<file path="config.mk">
export PLATFORM = sky130hd
export DESIGN_NAME = aes_ctr_ctrl
export DESIGN_NICKNAME = d
export VERILOG_FILES = /design/src/rtl/aes_ctr_ctrl.sv
export SDC_FILE = /design/constraint.sdc
export NUM_CORES = 1
export LEC_CHECK = 0
export CORE_AREA = 2 2 358 360
export DETAILED_ROUTE_END_ITERATION = 6
export DIE_AREA = 0 0 360 362
export PLACE_DENSITY = 0.51
export SLEW_MARGIN = 0
export SYNTH_ARGS = -nofsm -noshare
export SYNTH_HDL_FRONTEND = slang
export SYNTH_SLANG_ARGS = --single-unit
</file>
<file path="constraint.sdc">
create_clock -name clk -period 18.7 [get_ports clk]
set_input_delay 1.87 -clock clk [delete_from_list [all_inputs] [get_ports clk]]
set_output_delay 1.87 -clock clk [all_outputs]
set_load 0.02 [all_outputs]
</file>
<file path="src/rtl/aes_ctr_ctrl.sv">
// rtl/aes_ctr_ctrl.sv - AES-128 CTR-mode sequencer around one external aes_core
// Loads the key, issues counter blocks, buffers keystream and XORs it onto the plaintext stream.
module aes_ctr_ctrl #(
  parameter int KS_DEPTH = 2,
  parameter int LEN_W    = 16
) (
  input  logic             clk,
  input  logic             rst_n,
  input  logic             start,
  input  logic [127:0]     key,
  input  logic [127:0]     iv,
  input  logic [LEN_W-1:0] num_blocks,
  output logic             busy,
  output logic             done,
  output logic             ctr_wrap_err,
  input  logic             pt_valid,
  output logic             pt_ready,
  input  logic [127:0]     pt_data,
  output logic             ct_valid,
  input  logic             ct_ready,
  output logic [127:0]     ct_data,
  input  logic             core_key_ready,
  output logic             core_key_valid,
  output logic [127:0]     core_main_key,
  input  logic             core_data_ready,
  output logic             core_data_valid,
  output logic [127:0]     core_data_in,
  input  logic             core_out_valid,
  input  logic [127:0]     core_out
);

  localparam int PW = (KS_DEPTH > 1) ? $clog2(KS_DEPTH) : 1;
  localparam int CW = $clog2(KS_DEPTH + 1);

  typedef enum logic [1:0] {S_IDLE, S_LOAD_KEY, S_RUN} state_t;

  state_t           r_state;
  logic [127:0]     r_key;
  logic [95:0]      r_iv_hi;
  logic [31:0]      r_ctr;
  logic [LEN_W-1:0] r_num;
  logic [LEN_W-1:0] r_issued;
  logic [LEN_W-1:0] r_done_cnt;
  logic             r_busy;
  logic             r_done;
  logic             r_wrap_err;
  logic             r_core_key_valid;
  logic [127:0]     r_core_main_key;
  logic             r_core_data_valid;
  logic [127:0]     r_core_data_in;
  logic [CW-1:0]    r_outstanding;
  logic [CW-1:0]    r_count;
  logic [PW-1:0]    r_wr_ptr;
  logic [PW-1:0]    r_rd_ptr;
  logic [127:0]     r_mem [KS_DEPTH];

  logic w_run;
  logic w_buf_empty;
  logic w_xfer;
  logic w_push;
  logic w_issue;
  logic [CW:0] w_in_use;

  function automatic logic [PW-1:0] ptr_inc(input logic [PW-1:0] p);
    return (p == PW'(KS_DEPTH - 1)) ? '0 : p + PW'(1);
  endfunction

  assign w_run       = (r_state == S_RUN);
  assign w_buf_empty = (r_count == '0);
  assign w_in_use    = {1'b0, r_outstanding} + {1'b0, r_count};
  // Blocks in flight plus buffered never exceed the buffer, so returns cannot overflow it
  assign w_issue     = w_run && (r_issued < r_num) && (w_in_use < (CW+1)'(KS_DEPTH)) && core_data_ready;
  assign w_push      = w_run && core_out_valid;

  assign ct_valid = w_run & pt_valid & ~w_buf_empty;
  assign pt_ready = w_run & ct_ready & ~w_buf_empty;
  assign ct_data  = (w_run && !w_buf_empty) ? (pt_data ^ r_mem[r_rd_ptr]) : '0;
  assign w_xfer   = ct_valid & ct_ready;

  assign busy            = r_busy;
  assign done            = r_done;
  assign ctr_wrap_err    = r_wrap_err;
  assign core_key_valid  = r_core_key_valid;
  assign core_main_key   = r_core_main_key;
  assign core_data_valid = r_core_data_valid;
  assign core_data_in    = r_core_data_in;

  always_ff @(posedge clk) begin
    if (w_push) r_mem[r_wr_ptr] <= core_out;
  end

  always_ff @(posedge clk or negedge rst_n) begin
    if (!rst_n) begin
      r_outstanding <= '0;
      r_count       <= '0;
      r_wr_ptr      <= '0;
      r_rd_ptr      <= '0;
    end else begin
      if (w_push) r_wr_ptr <= ptr_inc(r_wr_ptr);
      if (w_xfer) r_rd_ptr <= ptr_inc(r_rd_ptr);
      case ({w_push, w_xfer})
        2'b10:   r_count <= r_count + CW'(1);
        2'b01:   r_count <= r_count - CW'(1);
        default: r_count <= r_count;
      endcase
      case ({w_issue, w_push})
        2'b10:   r_outstanding <= r_outstanding + CW'(1);
        2'b01:   r_outstanding <= r_outstanding - CW'(1);
        default: r_outstanding <= r_outstanding;
      endcase
    end
  end

  always_ff @(posedge clk or negedge rst_n) begin
    if (!rst_n) begin
      r_state           <= S_IDLE;
      r_key             <= '0;
      r_iv_hi           <= '0;
      r_ctr             <= '0;
      r_num             <= '0;
      r_issued          <= '0;
      r_done_cnt        <= '0;
      r_busy            <= 1'b0;
      r_done            <= 1'b0;
      r_wrap_err        <= 1'b0;
      r_core_key_valid  <= 1'b0;
      r_core_main_key   <= '0;
      r_core_data_valid <= 1'b0;
      r_core_data_in    <= '0;
    end else begin
      r_done            <= 1'b0;
      r_core_key_valid  <= 1'b0;
      r_core_main_key   <= '0;
      r_core_data_valid <= 1'b0;
      r_core_data_in    <= '0;
      case (r_state)
        S_IDLE: begin
          if (start) begin
            r_key      <= key;
            r_iv_hi    <= iv[127:32];
            r_ctr      <= iv[31:0];
            r_num      <= num_blocks;
            r_issued   <= '0;
            r_done_cnt <= '0;
            r_wrap_err <= 1'b0;
            if (num_blocks == '0) begin
              r_done <= 1'b1;
            end else begin
              r_busy  <= 1'b1;
              r_state <= S_LOAD_KEY;
            end
          end
        end
        S_LOAD_KEY: begin
          if (core_key_ready) begin
            r_core_key_valid <= 1'b1;
            r_core_main_key  <= r_key;
            r_state          <= S_RUN;
          end
        end
        S_RUN: begin
          if (w_issue) begin
            r_core_data_valid <= 1'b1;
            r_core_data_in    <= {r_iv_hi, r_ctr};
            r_ctr             <= r_ctr + 32'd1;
            r_issued          <= r_issued + LEN_W'(1);
            if (r_ctr == 32'hFFFF_FFFF) r_wrap_err <= 1'b1;
          end
          if (w_xfer) begin
            r_done_cnt <= r_done_cnt + LEN_W'(1);
            if (r_done_cnt + LEN_W'(1) == r_num) begin
              r_state <= S_IDLE;
              r_busy  <= 1'b0;
              r_done  <= 1'b1;
            end
          end
        end
        default: r_state <= S_IDLE;
      endcase
    end
  end

endmodule
</file>
# [After elaboration in Yosys (flattened, before gate mapping)]
# Memories as Yosys holds them, arrays and structs flattened.
# Cells that the tools add are included.
[word_totals] ff_bits=573 ram_bits=256 inputBits=536 elab_cells=114 mem_count=1
[memory_table] name="r_mem" words=2 word_bits=128 rd=1 rd_clocked_by_memory_dff=0 wr=1 line="55" text="logic [127:0] r_mem [KS_DEPTH];"
[op_classes] addsub=10 magnitude_cmp=2 eq_ne=15 muxes=43 bitwise=7 reduce_logical=18
[ops] op="$mux W128" n=5
[ops] op="$xor A128 B128 Y128" n=1
[ops] op="$mux W32" n=2
[ops] op="$pmux W16 S2" n=2
[ops] op="$pmux W32 S2" n=1
[ops] op="$mux W16" n=3
[ops] op="$add A16 B1 Y16 const B" n=2
[ops] op="$add A32 B1 Y32 const B" n=1
[ops] op="$eq A32 B32 Y1 const B" n=1
[ops] op="$mux W1" n=19
[ops] op="$eq A16 B16 Y1" n=1
[ops] op="$logic_not A16 Y1" n=1
[ops] op="$lt A16 B16 Y1" n=1
[ops] op="$mux W2" n=5
[ops] op="$reduce_and A5 Y1" n=2
[ops] op="$ne A2 B1 Y1 const B" n=4
[ops] op="$pmux W2 S2" n=2
[ops] op="$eq A2 B1 Y1 const B" n=3
[ops] op="$eq A2 B2 Y1 const B" n=3
[ops] op="$ne A2 B2 Y1 const B" n=3
[ops] op="$pmux W1 S2" n=3
[ops] op="$pmux W2 S3" n=1
[ops] op="$reduce_and A3 Y1" n=2
[ops] op="$reduce_bool A2 Y1" n=3
[ops] op="12 further kinds" n=24

# [Depth between registers and ports, before layout]
# Gate-level depths: netlist of run 1.
[depth] ltp_word=6 mapped_depth=12 depth_no_buf=12

# [Least setup slack after synthesis of run 1]
# Ideal clock, no wire load.
[synth_path] path_kind="input port to flip-flop" start="in core_out_valid" end="mem r_mem[0][0], enable pin" setup_ns=0.617 arrival_ns=7.305 path_slack_ns=10.778 stages=2 n_path_buf=0 cell_sequence="nand2_1 nor2_1"
[synth_between] elab_chain_cells=3
[synth_lines] element="start: declaration" line="28" text="input logic core_out_valid,"
[synth_lines] element="$logic_and A1 B1 Y1" line="73" text="assign w_push = w_run && core_out_valid;"
[synth_lines] element="$mux W1" line="89" text="if (w_push) r_mem[r_wr_ptr] <= core_out;"
[synth_lines] element="$mux W1 (not written as such)" line="89"
[synth_lines] element="end: declaration" line="55"
# No other way between the ends.

# [Final worst setup path of run 1]
[layout_path] start="reg r_rd_ptr" end="out ct_data[32]"
[layout_between] elab_chain_cells=3
[layout_lines] element="start: declaration" line="54" text="logic [PW-1:0] r_rd_ptr;"
[layout_lines] element="start signal: assignment" line="100" text="if (w_xfer) r_rd_ptr <= ptr_inc(r_rd_ptr);"
[layout_lines] element="$mem_v2 Z2 W128"
[layout_lines] element="$xor A128 B128 Y128" line="77" text="assign ct_data = (w_run && !w_buf_empty) ? (pt_data ^ r_mem[r_rd_ptr]) : '0;"
[layout_lines] element="$mux W128" line="77"
[layout_lines] element="end: declaration" line="21" text="output logic [127:0] ct_data,"
# No other way between the ends.

==> metrics.md, run 1 <==
| Metric | Value |
|---|---|
| Post-synth ARST share | `69.1%` |
| Slowest stage delay, CP | `900 ps` |
| Worst-path maximum fanout | `59` |
| Sink Count | `829` |
| WHS Endpoint | `core_main_key[20]` |
| Cell mode on critical path | `buf_4` |
| Avg Inst Size Synth | `11.6 um2` |
| Hold_sp | `r_key[20]` |
| Worst path required time | `16,830 ps` |
| Synth area leader | `dfrtp_1` |
| FF-to-FF setup slack | `14,310 ps` |
| PortBufs | `926` |
| Final layout net count | `4,292` |
| First-pass GRT wire length | `174,000 um` |
| RePlAce Congestion | `0.871` |
| Die area | `130,000 um2` |
| RR Endpoint | `r_mem[0][117]` |
| Max-slew headroom | `27.8%` |
| Cell row count | `131` |
| Routed vias | `23,700` |
| # setup viols final | `0` |
| Core ar. | `127,000 um2` |
| Post-route DRC | `0` |
| Initial Util | `25.8%` |
| Die width | `360 um` |
| Hpwl dp | `90,000 um` |
| WL final | `122,000 um` |
| Final Core Density | `37.2%` |
| First-pass iteration count of the detailed router | `5` |
| Crit path DAT | `4520 ps` |
| Final Slew Violations | `0` |
| Syn Std Cell Area | `32,600 um2` |
| Measured slew at the worst slew-check pin | `1080 ps` |
| Most common flop cell mapped by yosys | `dfrtp_1` |
| Setup TNS Final | `0 ps` |
| Cell Chain, Critical Path | `buf_4 -> buf_4 -> mux2i_1 -> xor2_1 -> nor2_1 -> clkdlybuf4s50_1` |
| Crit share post-route | `34.2%` |
| PD cells | `135 nW/um2` |
| CP max stage cell | `buf_4` |
| Fmax | `157 MHz` |
| Post-synthesis register bit count | `829` |
| Worst R2R Path Depth | `6` |
| Setup Crit Path Kind | `flip-flop to output pin` |
| WL/cell | `22.3 um` |
| Final ANT Viol Nets | `0` |
| Synthesis-to-layout area growth | `44.5%` |
| Clock root cell | `clkbuf_16` |
| Largest net degree at the start of global routing | `163` |
| Die Height | `362 um` |
| Synth top area share | `43.9%` |
| Insertion delay to the later sink of the worst-skew pair | `700 ps` |
| Status | `completed` |
| Global-route usage over all layers | `18.3%` |
| Placed Area | `43,800 um2` |
| Hold Violations, Final | `0` |
| Clk buf depth | `3` |
| Resized cells post-CTS | `0` |
| Vias in the first global route | `24,100` |
| Crit path launch type | `flip-flop` |
| DRT iter0 DRCs | `1,668` |
| CTS buffer count | `97` |
| Yosys warns | `0` |
| I/O pin cnt | `927` |
| Peak supply drop | `0.0000849 V` |
| EDFF count, synth | `256` |
| Clock transition at path regs | `60 ps` |
| Max cap viols | `0` |
| Mapped Nets | `3,380` |
| Lkg Pwr | `20.3 nW` |
| Clk_skew | `36.0 ps` |
| Setup Buffers After CTS | `0` |
| RSZ-0062 raised after global routing | `false` |
| Nature of the critical path endpoint | `output pin` |
| Post-synthesis sequential area ratio | `67.5%` |
| Final Cell Area | `47,200 um2` |
| Library cells used by synthesis | `48` |
| Hold Buf Count CTS | `0` |
| Initial antenna violation count | `46` |
| Worst hold-check path type | `flip-flop to flip-flop` |
| Mean number of vias per cell | `4.31` |
| Top cells by area, synth | `dfrtp_1 (44%), edfxtp_1 (24%), nand2_1 (8.7%)` |
| Mapped Cells | `2,823` |
| CTS tree | `done` |
| Htree depth | `3` |
| WHS | `444 ps` |
| R2R Path Start | `r_state[0]` |
| Share of cells above drive strength 1 | `5.19%` |
| Hold path depth | `1` |
| Total gr overflow | `0` |
| Min Tclk post-route | `6390 ps` |
how the worst max path moves through the flow:
stage / end / depth (start not counted) / start / slack [ps]
after global placement: r_iv_hi[45] / 7 / start / 12870
after global routing: ct_data[32] / 6 / r_rd_ptr / 12060
after CTS: ct_data[32] / 6 / r_rd_ptr / 12100
after floorplan: r_mem[0][0] / 2 / core_out_valid / 10780
final: ct_data[32] / 6 / r_rd_ptr / 12310
after detailed placement: r_iv_hi[41] / 7 / start / 12820
cells in the mapped netlist, drive strengths merged (6+ instances only):
cell type,number
nand2,758
dfrtp,573
and2,262
edfxtp,256
nor2,183
xor2,139
mux2i,132
clkbuf,128
o21ai,76
a21oi,65
inv,29
nand3,29
ha,20
nand4,18
xnor2,18
a31oi,16
and3,15
buf,15
o22ai,13
nor4,10
o31ai,10
or3,7
a21o,6
nor3,6
o22a,6
kinds of logic (layout without fill, tap and decap cells):
kind of cell,after synthesis,in the layout,share of synthesized area (%)
mux,132,132,4.05
simple gates,1304,1304,17.7
xor+xnor,157,157,4.21
flops,829,829,67.5
other cells,0,13,0
fa+ha+maj,21,21,0.828
buf+inv,172,1164,1.98
compound gates,208,208,3.73
cells in the final DEF, fill, tap and decap left out, types with 5 or more instances in the layout:
master	count
clkdlybuf4s50_1	925
nand2_1	757
dfrtp_1	572
and2_1	261
edfxtp_1	256
nor2_1	180
xor2_1	139
mux2i_1	132
clkbuf_16	98
o21ai_0	74
a21oi_1	65
inv_1	29
nand3_1	29
buf_4	29
clkbuf_8	22
clkbuf_1	21
ha_1	20
nand4_1	18
xnor2_1	18
a31oi_1	16
and3_1	14
diode_2	13
o22ai_1	13
nor4_1	10
clkinv_2	10
o31ai_1	9
bufinv_16	9
or3_1	7
a21o_1	6
nor3_1	6
o22a_1	6
clkinvlp_4	6
clkinv_1	5
final cells by class:
cell class | instances | area, um2
Antenna cell | 13 | 32.5
Clock buffer | 141 | 2830
Clock inverter | 38 | 527
Fill cell | 12500 | 79600
Inverter | 29 | 109
Multi-Input combinational cell | 1822 | 10000
Sequential cell | 829 | 22000
Tap cell | 1662 | 2080
Timing Repair Buffer | 956 | 9510
routing by layer:
| layer | GRT usage (%) | vias to the layer above | wire length (um) |
|---|---|---|---|
| met3 | 7.17 | 197 | 10300 |
| met4 | 5.06 | 22 | 2870 |
| li1 | - | 11100 | - |
| met1 | 21.3 | 11600 | 48300 |
| met5 | 0 | - | 147 |
| met2 | 31.2 | 747 | 60700 |
where the power goes:
| group | total, mW | switching [mW] | leakage (nW) | internal (mW) |
|---|---|---|---|---|
| registers | 2.53 | 0.225 | 9.79 | 2.31 |
| logic | 1.87 | 1.12 | 8.85 | 0.751 |
| clock network | 1.98 | 0.794 | 1.63 | 1.18 |
stage by stage:
step                      std cells  power, mW  setup slack [ps]
after global placement         5298       4.45             12870
after detailed placement       5298       4.46             12820
final                          5490       6.38             12310
after floorplan                2823       3.61             10780
after global routing           5486       6.76             12060
after CTS                      5477       6.48             12100
critical path: cells and delay by family, from the launching register on:
kind / cells / cell delay [ps]
and+or+nand+nor: 1 / 110
muxes: 1 / 520
DFF: 1 / 650
buffers and inverters: 3 / 2370
xor gates and xnor gates: 1 / 120
flip-flops by register name, indices dropped and copies added (netlist names), 2 cells and up:
name           flops
core_data_in     128
core_main_key    128
r_count            2
r_ctr             32
r_done_cnt        16
r_issued          16
r_iv_hi           96
r_key            128
r_mem            256
r_num             16
r_outstanding      2
r_state            2
No activity file was read; power rests on OpenSTA's default activity.
==> run 2, diff against run 1 <==
- clock period: 18.7 -> 6.47 ns (I/O delays scaled with it)
==> run 2 against run 1 <==
  * Sequential power grew to 2.9 times the previous value
  * Highest routed layer unchanged
  * Critical endpoint is now ct_data[45]
  * Core utilization fell by 0.074 points
  * Flip-flop and latch count stayed put
==> metrics.md, run 2 (same netlist as run 1, synthesis figures left out) <==
| Metric | Value |
|---|---|
| Worst R2R Path Depth | `10 (+4)` |
| Commonest non-fill, non-tap cell in the layout | `clkdlybuf4s50_1` |
| Clock root cell | `clkbuf_16` |
| Peak supply drop | `0.000211 V (+150%)` |
| First-pass GRT wire length | `171,000 um (-1.9%)` |
| Final Core Density | `37.1% (-0.074 points)` |
| Worst-path maximum fanout | `71 (+20%)` |
| Most frequent cells in the layout | `clkdlybuf4s50_1 (925), nand2_1 (757), dfrtp_1 (572), and2_1 (261), edfxtp_1 (256)` |
| Global-route usage over all layers | `18.0% (-0.26 points)` |
| Clk buf depth | `3 (unchanged)` |
| R2R Path Start | `r_state[0]` |
| Switching Power | `6.18 mW (+190%)` |
| Hold Violations, Final | `0 (unchanged)` |
| WL final | `120,000 um (-1.7%)` |
| Worst path required time | `5820 ps (-11,010 ps)` |
| Total gr overflow | `0 (unchanged)` |
| Die width | `360 um (unchanged)` |
| CTS tree | `done` |
| Hold Buf Count CTS | `0 (unchanged)` |
| Share of power burned in combinational logic | `29.7% (+0.4 points)` |
| Largest net degree at the start of global routing | `177 (+8.6%)` |
| Hpwl dp | `88,100 um (-2.1%)` |
| # fillers | `12,400 (-0.48%)` |
| Setup Buffers After CTS | `0 (unchanged)` |
| Sink Count | `829 (unchanged)` |
| Initial antenna violation count | `52 (+13%)` |
| Htree depth | `3 (unchanged)` |
| PortBufs | `926 (unchanged)` |
| Final ANT Viol Nets | `0 (unchanged)` |
| Max FFs per register | `256 (unchanged)` |
| WHS | `58.5 ps (-385 ps)` |
| Cell row count | `131 (unchanged)` |
| Die area | `130,000 um2 (unchanged)` |
| Crit share post-route | `64.2%` |
| Int Pwr | `12.0 mW (+180%)` |
| Min Tclk post-route | `4160 ps` |
| Final layout net count | `4,285 (-0.16%)` |
| Share of cells above drive strength 1 | `4.93% (-0.26 points)` |
| Max-slew headroom | `23.7% (-4.2 points)` |
| RR Endpoint | `r_state[1]` |
| Sw Share | `33.9% (+0.38 points)` |
| Design Power | `18.2 mW (+190%)` |
| Resized cells post-CTS | `0 (unchanged)` |
| Routed vias | `23,700 (+0.017%)` |
| Initial Util | `25.8% (unchanged)` |
| Final Slew Violations | `0 (unchanged)` |
| Measured slew at the worst slew-check pin | `1150 ps (+62.8 ps)` |
| First-pass iteration count of the detailed router | `5 (unchanged)` |
| # setup viols final | `0 (unchanged)` |
| Fmax | `241 MHz` |
| RePlAce Congestion | `0.855 (-1.9%)` |
| Nature of the critical path endpoint | `output pin` |
| CTS buffer count | `97 (unchanged)` |
| I/O pin cnt | `927 (unchanged)` |
| Worst hold-check path type | `primary input to asynchronous set/reset pin` |
| Synthesis-to-layout area growth | `44.2%` |
| Clock transition at path regs | `60 ps (about the same)` |
| Core ar. | `127,000 um2 (unchanged)` |
| Status | `completed` |
| Seq pwr share | `40.4% (+0.7 points)` |
| Vias in the first global route | `24,000 (-0.62%)` |
| Crit path DAT | `3510 ps (-1010 ps)` |
| FF-to-FF setup slack | `2730 ps (-11,580 ps)` |
| Lkg Pwr | `20.2 nW (-0.40%)` |
| Clk_skew | `30.9 ps (-5.10 ps)` |
| RSZ-0062 raised after global routing | `false` |
| Die Height | `362 um (unchanged)` |
| Clock power frac | `29.9% (-1.1 points)` |
| Crit path launch type | `flip-flop` |
| Max cap viols | `0 (unchanged)` |
| Post-route DRC | `0 (unchanged)` |
| Setup TNS Final | `0 ps (unchanged)` |
| WL/cell | `21.9 um (-1.6%)` |
| Mean number of vias per cell | `4.31 (about the same)` |
| DRT iter0 DRCs | `1,623 (-2.7%)` |
| Setup Crit Path Kind | `flip-flop to output pin` |
| Insertion delay to the later sink of the worst-skew pair | `700 ps (about the same)` |
| PD cells | `387 nW/um2 (+190%)` |
| Most flops, register | `r_mem` |
## run 2: critical path, cell delays in order, from the launching register on
cell             delay, ps
dfrtp_1                390
and2b_2                270
o21ai_4                100
buf_4                  570
buf_4                  670
nor2_1                 140
clkdlybuf4s50_1        570
## run 2: layout make-up
cell class	instances	area [um2]	area share [%]
sequential	829	22000	46.8
multi-input combinational	1822	10000	21.3
timing repair buffer	949	9570	20.3
clock buffer	135	2730	5.81
tap	1662	2080	4.42
clock inverter	46	472	1.00
inverter	29	109	0.231
antenna	14	35.0	0.0745
## run 2: stage by stage
| step | worst slack, ps | std cells | area [um2] |
|---|---|---|---|
| after global routing | 2120 | 5477 | 47000 |
| after detailed placement | 2660 | 5291 | 43800 |
| after CTS | 2220 | 5472 | 47000 |
| after global placement | 2740 | 5291 | 43800 |
| final | 2310 | 5486 | 47100 |
| after floorplan | 1650 | 2823 | 32600 |
## run 2: per-layer routing
layer | GRT usage, % | vias to the layer above | share of wire, %
met4 | 4.97 | 36 | 2.7
met2 | 30.7 | 776 | 49
met3 | 7.45 | 207 | 9.0
met5 | 0 | - | 0.20
li1 | - | 11100 | -
met1 | 20.8 | 11500 | 39
## run 2: worst max path at each step
| stage | slack (ps) | from | to |
|---|---|---|---|
| after floorplan | 1650 | r_state[0] | r_mem[0][0] |
| after global placement | 2740 | ct_ready | r_state[1] |
| after detailed placement | 2660 | ct_ready | busy |
| after CTS | 2220 | r_rd_ptr | ct_data[30] |
| after global routing | 2120 | r_state[0] | ct_data[45] |
| final | 2310 | r_state[0] | ct_data[45] |
## run 2: power groups by stage
stage                     clock network (mW)  registers [mW]  logic [mW]
after floorplan                            0            7.47        2.97
after global placement                     0            7.42        5.46
after detailed placement                   0            7.45        5.48
after CTS                               5.62            7.35        5.52
final                                   5.45            7.35        5.42
after global routing                    5.83            7.51        5.95
==> run 3, diff against run 2 <==
- clock period: 6.47 -> 3.9 ns (I/O delays scaled with it)
==> run 3 against run 2 <==
  * First-iteration DRC count down 8.4%
  * Flip-flop and latch count is the same
  * Core utilization grew 0.23 points
  * Critical path depth fell by 1
  * Register-to-register slack got worse by 2000 ps
  * Largest power group unchanged
  * Sequential power is 65% higher
  * Count of clock-buffer cells in the layout down 2
  * Highest routed layer unchanged
  * Via count is 0.19% lower
  * The flow now finishes with violations (design-rule violations)
  * Final area is 0.63% higher
==> metrics.md, run 3 (same netlist as run 1, synthesis figures left out) <==
| Metric | Value |
|---|---|
| Post-route DRC | `2 (+2)` |
| Worst R2R Path Depth | `8 (-2)` |
| RePlAce Congestion | `0.877 (+2.6%)` |
| Hold_sp | `key[21]` |
| Total gr overflow | `0 (unchanged)` |
| Most frequent cells in the layout | `clkdlybuf4s50_1 (925), nand2_1 (757), dfrtp_1 (572), and2_1 (261), edfxtp_1 (256)` |
| Clk buf depth | `3 (unchanged)` |
| Crit path launch type | `flip-flop` |
| Commonest non-fill, non-tap cell in the layout | `clkdlybuf4s50_1` |
| I/O pin cnt | `927 (unchanged)` |
| Max-slew headroom | `27.9% (+4.2 points)` |
| Placed Area | `44,200 um2 (+0.77%)` |
| R2R Path Start | `r_count[0]` |
| Routing usage on met2 | `31.1% (+0.41 points)` |
| RR Endpoint | `r_issued[12]` |
| Vias in the first global route | `24,300 (+1.5%)` |
| Hold Violations, Final | `0 (unchanged)` |
| Core ar. | `127,000 um2 (unchanged)` |
| Status | `finished with violations` |
| Sink Count | `829 (unchanged)` |
| Measured slew at the worst slew-check pin | `1080 ps (-67.1 ps)` |
| DRT iter0 DRCs | `1,487 (-8.4%)` |
| PortBufs | `926 (unchanged)` |
| Global-route usage over all layers | `18.2% (+0.11 points)` |
| GR Layer Usage met1 | `20.2% (-0.63 points)` |
| FF-to-FF setup slack | `780 ps (-1950 ps)` |
| WHS | `212 ps (+153 ps)` |
| Final Slew Violations | `0 (unchanged)` |
| Worst path required time | `3510 ps (-2310 ps)` |
| Most flops, register | `r_mem` |
| Violated checks | `design-rule violations` |
| Nature of the critical path endpoint | `output pin` |
| Fmax | `283 MHz` |
| Max cap viols | `0 (unchanged)` |
| WHS Endpoint | `r_key[21]` |
| PD cells | `640 nW/um2 (+65%)` |
| Setup Crit Path Kind | `flip-flop to output pin` |
| Global route hottest layer | `met2` |
| Die width | `360 um (unchanged)` |
| CTS tree | `done` |
| Final ANT Viol Nets | `0 (unchanged)` |
| Hold path depth | `3` |
| Final Cell Area | `47,400 um2 (+0.63%)` |
| Share of cells above drive strength 1 | `5.54% (+0.60 points)` |
| Die Height | `362 um (unchanged)` |
| Clock root cell | `clkbuf_16` |
| Worst hold-check path type | `primary input to flip-flop` |
| Crit share post-route | `90.6%` |
| Die area | `130,000 um2 (unchanged)` |
| Initial Util | `25.8% (unchanged)` |
| First-pass GRT wire length | `173,000 um (+0.98%)` |
| CTS buffer count | `94 (-3.1%)` |
| RSZ-0062 raised after global routing | `false` |
| Largest net degree at the start of global routing | `145 (-18%)` |
| Final layout net count | `4,311 (+0.61%)` |
| Clock transition at path regs | `60 ps (about the same)` |
| Setup TNS Final | `0 ps (unchanged)` |
| Mean number of vias per cell | `4.28 (-0.69%)` |
| Synthesis-to-layout area growth | `45.1%` |
| Htree depth | `3 (unchanged)` |
| Hpwl dp | `90,000 um (+2.1%)` |
| Met3 global-route usage | `8.11% (+0.66 points)` |
| Resized cells post-CTS | `0 (unchanged)` |
| Peak supply drop | `0.000352 V (+67%)` |
| Routed vias | `23,600 (-0.19%)` |
| Clk_skew | `38.1 ps (+7.16 ps)` |
| Setup Buffers After CTS | `0 (unchanged)` |
| Lkg Pwr | `20.4 nW (+0.95%)` |
| First-pass iteration count of the detailed router | `7 (+2)` |
| Worst-path maximum fanout | `40 (-44%)` |
| Cell row count | `131 (unchanged)` |
| WL final | `121,000 um (+0.38%)` |
| Crit path DAT | `3140 ps (-370 ps)` |
| Insertion delay to the later sink of the worst-skew pair | `700 ps (about the same)` |
| # setup viols final | `0 (unchanged)` |
| Min Tclk post-route | `3530 ps` |
| Max FFs per register | `256 (unchanged)` |
| Initial antenna violation count | `56 (+7.7%)` |
| Final Core Density | `37.4% (+0.23 points)` |
| WL/cell | `21.9 um (-0.13%)` |
[run 3: changes by cell type in the layout (fill, tap and decap cells not counted), moves of 4 or more]
cell	delta
clkinv_2	+4
clkbuf_8	+4
diode_2	+9
buf_4	+18
clkinvlp_4	-8
buf_12	+10
[run 3: worst max-delay path by stage]
stage / from / cells past startpoint / end / slack, ps
floorplan: r_state[0] / 4 / r_mem[0][0] / 510
global placement: r_count[0] / 8 / r_issued[12] / 840
detailed placement: r_count[0] / 8 / r_issued[12] / 800
CTS: r_rd_ptr / 5 / ct_data[20] / 240
global route: r_rd_ptr / 5 / ct_data[26] / 200
finish: r_rd_ptr / 5 / ct_data[20] / 370
[run 3: worst max-delay path: stages, from the launching register on]
cell	delay [ps]
dfrtp_4	790
buf_12	360
mux2i_1	370
xor2_1	110
nor2_1	130
clkdlybuf4s50_1	670
[run 3: metrics by stage]
stage / setup slack [ps] / total power, mW / instances
after floorplan: 505 / 17.3 / 2823
after global placement: 837 / 21.5 / 5319
after detailed placement: 803 / 21.6 / 5319
after CTS: 239 / 30.8 / 5491
after global routing: 196 / 32.1 / 5505
final: 365 / 30.3 / 5514
[run 3: report_power, final]
group	internal [mW]	switching [mW]	leakage (nW)	total [mW]
sequential	11.1	1.08	9.79	12.1
clock	5.29	3.69	1.56	8.98
combinational	3.75	5.40	9.04	9.15
total	20.1	10.2	20.4	30.3
[run 3: layout make-up]
cell class	count	area (um2)
sequential	829	22000
clock inverter	38	430
clock buffer	133	2700
multi-input combinational	1822	10000
antenna	23	57.6
fill	12500	79300
inverter	29	109
tap	1662	2080
timing repair buffer	978	9920
[run 3: per-layer routing]
metal / wire, um / vias to the layer above
met1: 45400 / 11500
met3: 11500 / 206
met4: 3330 / 40
li1: - / 11200
met2: 60100 / 736
met5: 269 / -
[run 3: what timing repair did]
item | in CTS | in global routing
endpoints found under the setup margin | 0 | 0
hold buffers | 1 | 0
endpoints found under the hold margin | 82 | 0
